--- config.mk ---
export PLATFORM = sky130hd
export DESIGN_NAME = pw_sw_chain
export DESIGN_NICKNAME = d
export VERILOG_FILES = /design/src/rtl/pw_sw_chain.sv
export SDC_FILE = /design/constraint.sdc
export NUM_CORES = 1
export LEC_CHECK = 0
export BUFFER_PORTS_ARGS = -buffer_cell sky130_fd_sc_hd__buf_2
export CORE_MARGIN = 8
export CORE_UTILIZATION = 50
export CTS_BUF_LIST = sky130_fd_sc_hd__clkbuf_4
export DETAILED_ROUTE_END_ITERATION = 10
export HOLD_SLACK_MARGIN = 0.15
export PLACE_DENSITY = 0.7
export RECOVER_POWER = 50
export SLEW_MARGIN = 20
export SYNTH_ARGS = -nofsm -noshare
export SYNTH_HDL_FRONTEND = slang
export SYNTH_SLANG_ARGS = --single-unit
export TNS_END_PERCENT = 100
--- constraint.sdc ---
create_clock -name ck -period 5.5 [get_ports ck]
set_input_delay 0.55 -clock ck [delete_from_list [all_inputs] [get_ports ck]]
set_output_delay 0.55 -clock ck [all_outputs]
set_load 0.02 [all_outputs]
--- src/rtl/pw_sw_chain.sv ---
// Power-switch chain sequencer for one gated domain.
// Ramps the header/footer switch segments on in order (bit 0 first) and off in
// reverse order, holding each segment for step_delay+1 cycles to limit rush
// current. sw_ack reports the settled direction and only moves once the chain
// is fully on or fully off, so it stays at its old value for the whole ramp.
//
// state     | meaning
// ----------+--------------------------------------------------------------
// OFF       | all segments off, sw_ack = 0
// RAMP_UP   | adding one segment per (dly_q+1) cycles toward all-on
// ON        | all segments on, sw_ack = 1
// RAMP_DOWN | removing one segment per (dly_q+1) cycles toward all-off
module pw_sw_chain #(
  parameter int N_SEG    = 4,
  parameter int STEP_W   = 8,
  parameter bit RESET_ON = 1'b1
) (
  input  logic              ck,
  input  logic              rst,
  input  logic              en_pw_sw,
  input  logic [STEP_W-1:0] step_delay,
  output logic [N_SEG-1:0]  sw_seg,
  output logic              sw_ack,
  output logic              busy
);

  localparam int CNT_W = $clog2(N_SEG + 1);
  localparam logic [CNT_W-1:0] SEG_FULL = CNT_W'(N_SEG);
  localparam logic [CNT_W-1:0] SEG_ONE  = CNT_W'(1);

  typedef enum logic [1:0] {
    OFF       = 2'd0,
    RAMP_UP   = 2'd1,
    ON        = 2'd2,
    RAMP_DOWN = 2'd3
  } state_t;

  localparam state_t           RST_STATE = RESET_ON ? ON : OFF;
  localparam logic [CNT_W-1:0] RST_CNT   = RESET_ON ? SEG_FULL : '0;
  localparam logic [N_SEG-1:0] RST_SEG   = {N_SEG{RESET_ON}};

  state_t              state_q, state_d;
  logic [CNT_W-1:0]    seg_cnt, seg_cnt_d;
  logic [STEP_W-1:0]   timer, timer_d;
  logic [STEP_W-1:0]   dly_q, dly_d;
  logic                ack_d;
  logic [N_SEG-1:0]    sw_seg_d;

  // State and datapath registers; reset wins over every other input.
  always_ff @(posedge ck) begin
    if (rst) begin
      state_q <= RST_STATE;
      seg_cnt <= RST_CNT;
      timer   <= '0;
      dly_q   <= '0;
      sw_ack  <= RESET_ON;
      sw_seg  <= RST_SEG;
    end else begin
      state_q <= state_d;
      seg_cnt <= seg_cnt_d;
      timer   <= timer_d;
      dly_q   <= dly_d;
      sw_ack  <= ack_d;
      sw_seg  <= sw_seg_d;
    end
  end

  // Next-state logic: ramp stepping, reversals, and ack updates on settle.
  always_comb begin
    state_d   = state_q;
    seg_cnt_d = seg_cnt;
    timer_d   = timer;
    dly_d     = dly_q;
    ack_d     = sw_ack;
    case (state_q)
      OFF: begin
        if (en_pw_sw) begin
          state_d   = RAMP_UP;
          seg_cnt_d = SEG_ONE;
          timer_d   = '0;
          dly_d     = step_delay;
        end
      end
      RAMP_UP: begin
        if (!en_pw_sw) begin
          // Reversal: step back immediately, sw_ack keeps its value.
          state_d   = RAMP_DOWN;
          seg_cnt_d = seg_cnt - SEG_ONE;
          timer_d   = '0;
          dly_d     = step_delay;
        end else if (timer == dly_q) begin
          if (seg_cnt == SEG_FULL) begin
            state_d = ON;
            ack_d   = 1'b1;
          end else begin
            seg_cnt_d = seg_cnt + SEG_ONE;
            timer_d   = '0;
          end
        end else begin
          timer_d = timer + STEP_W'(1);
        end
      end
      ON: begin
        if (!en_pw_sw) begin
          state_d   = RAMP_DOWN;
          seg_cnt_d = SEG_FULL - SEG_ONE;
          timer_d   = '0;
          dly_d     = step_delay;
        end
      end
      RAMP_DOWN: begin
        if (en_pw_sw) begin
          state_d   = RAMP_UP;
          seg_cnt_d = seg_cnt + SEG_ONE;
          timer_d   = '0;
          dly_d     = step_delay;
        end else if (timer == dly_q) begin
          if (seg_cnt == '0) begin
            state_d = OFF;
            ack_d   = 1'b0;
          end else begin
            seg_cnt_d = seg_cnt - SEG_ONE;
            timer_d   = '0;
          end
        end else begin
          timer_d = timer + STEP_W'(1);
        end
      end
      default: begin
        state_d = RST_STATE;
      end
    endcase
  end

  // Outputs: thermometer decode of the next count (registered into sw_seg)
  // and the ramp indicator.
  always_comb begin
    sw_seg_d = '0;
    for (int i = 0; i < N_SEG; i++) begin
      sw_seg_d[i] = (CNT_W'(i) < seg_cnt_d);
    end
    busy = (state_q == RAMP_UP) || (state_q == RAMP_DOWN);
  end

endmodule

==> results.cfg <==
[yosys]
yosys.area.top_type = dfxtp_1
synth_area_leaders = dfxtp_1, nand2_1, a21oi_1, ha_1, xnor2_1
synth_top_area_share_pct = 31.37
synthCells = 196
yosysSeqAreaShare_pct = 31.37
synth_ff_type = dfxtp_1
async_flop_share_pct = 0
synth_cell_types = 54
ys_ff_latch = 25
synth_nets = 215
syn_area_um2 = 1595
synth_warnings = 0
synth-edff-count = 0
syn_area_per_cell_um2 = 8.139

[worst_setup_path]
cpLargestDelayFamily = flip-flops
cp-end-kind = output port
worstSetupStartpointType = flop
cp_slowest_cell = dfxtp_1
worstPathRequired_ns = 4.95
crit_buf_inv = 2
critPathKind = reg2out
slowest_delay_ns = 0.38
reg2reg_depth = 8
critical_path.cell_chain = inv_1 > ha_1 > or2_2 > buf_2
path_depth = 4
cp.arrival_ns = 1.58
worstPathMaxFanout = 12

[timing]
setup_viol = 0
hold_violations = 0
whs_ns = 0.4537
final.period_utilization_pct = 38.65
slew_violations = 0
setup_tns_ns = 0
fmax_mhz = 470.4
relSlewSlack_pct = 61.60
fin_skew_ns = 0.001520
rsz0062_at_grt = no
worstMarginPinSlew_ns = 0.5719
period_needed_ns = 2.126

[global_route]
grt_pass1_wl_um = 6230
antenna_found_initial = 0
grt.total_usage_pct = 14.44
grt_max_degree = 23
grt_pass1_vias = 1400
overflow = 0

[die]
die_area_um2 = 5254
core_um2 = 3053
fp-row-count = 20
io_pins = 17
die-width_um = 72.49
start_util_pct = 52.25
dieHeight_um = 72.49

[drt]
drc = 0
wl_per_cell_um = 13.92
firstDrtPassIters = 5
routed_wl_um = 3508
viasPerCell = 5.702
vias = 1437
antenna_left = 0
first_iter_violations = 99

[finish]
diodes = 0
instances_no_fill = 252
final_net_count = 228
final_cell_mix = nand2_1, dfxtp_1, a21oi_1, nor2_1, buf_2
drive_above_1_share_pct = 15.87
syn2layout_area_growth_pct = 6.902
layout_commonest_cell = nand2_1

[clock_network]
cts.repair.resized = 0
cts_root_buf = clkbuf_4
cts_setup_buffers = 0
cts_sinks = 25
path_clk_slew_ns = 0.13
cts-buffers-inserted = 3
clock_path_buffers = 2
cts_hold_buf = 0
tritoncts = yes
worst_skew_pair.late_latency_ns = 0.32
htreeDepth = 1

[placement]
dpl.cell_count = 248
place_congestion = 0.9526
portBuffers = 16
dpl.hpwl_um = 2639

[pwr]
p_leak_uw = 0.0006332
p_int_uw = 455.1
p_comb_share_pct = 58.5
swShare_pct = 47.33
p_switching_uw = 408.9
clkPwrFrac_pct = 10.1
p_per_area_nw_per_um2 = 506.6
seqPwrFrac_pct = 31.4
ir_worst_vdd_uv = 216.0

[job]
cap_violations = 0

[status]
run_status = completed

[hold_path]
min_path_type = in2reg
hold_depth = 3
## kinds of logic after synthesis
group,after synthesis,share of synthesized area (%)
buffers and inverters,14,4.235
DFF,25,31.37
muxes,2,1.333
adders and majority gates,8,6.275
xor gates and xnor gates,11,6.510
and+or+nand+nor,83,27.45
AOI/OAI and AO/OA,53,22.82
## flip-flops by register name (all words and copies together) (netlist names)
register  cells
state_q       2
sw_ack        1
sw_seg        3
dly_q         8
timer         8
seg_cnt       3
## layer usage
metal	wire [um]	GRT usage, %	up-vias
met2	1599	23.37	49
met5	0	0	-
met3	195	3.719	2
li1	-	-	716
met1	1693	18.30	670
met4	20	4.222	0
## stage by stage
stage / utilization [%] / setup slack (ns) / instance area (um2) / total power (uW)
6_report: 55.86 / 3.374 / 1705 / 864.0
2_1_floorplan: - / 3.748 / 1595 / 684.8
5_1_grt: 55.86 / 3.230 / 1705 / 938.9
4_1_cts: 56.19 / 3.351 / 1715 / 870.1
3_3_place_gp: 55.20 / 3.438 / 1685 / 769.1
3_5_place_dp: 55.20 / 3.383 / 1685 / 781.8
## cell type report
cell class / count / area [um2]
Fill cell: 311 / 1348
Multi-Input combinational cell: 157 / 1023
Sequential cell: 25 / 500.5
Timing Repair Buffer: 16 / 73.82
Tap cell: 44 / 55.05
Clock buffer: 4 / 30.03
Inverter: 6 / 22.52
## power by group through the flow
stage	logic [uW]	clock network [uW]	registers [uW]
floorplan	414	0	270
global placement	495	0	274
detailed placement	505	0	277
CTS	507	90.6	272
global route	561	99.0	279
finish	505	87.2	271
## worst paths after layout
| path | from | to | slack, ns |
|---|---|---|---|
| max | state_q[1] | busy | 3.37 |
| min reg2reg | dly_q[7] | dly_q[7] | 0.47 |
| min | step_delay[0] | dly_q[0] | 0.45 |
| max reg2reg | state_q[1] | timer[2] | 3.41 |
## synthesized netlist by cell type, types with 3 or more instances
cell type,count
nand3b_1,7
nor3_1,3
nand2_1,28
xnor2_1,8
o21ai_0,4
nor2_1,15
o21ai_1,7
ha_1,8
inv_1,6
nand3_1,5
a21oi_1,20
dfxtp_1,25
nor2b_1,3
nand2b_1,3
clkbuf_1,3
and3_1,3
## tightest hold or removal path: stages
cell     delay, ns
buf_2         0.09
nand2_1       0.04
a21oi_1       0.05
No activity file was read; power rests on OpenSTA's default activity.
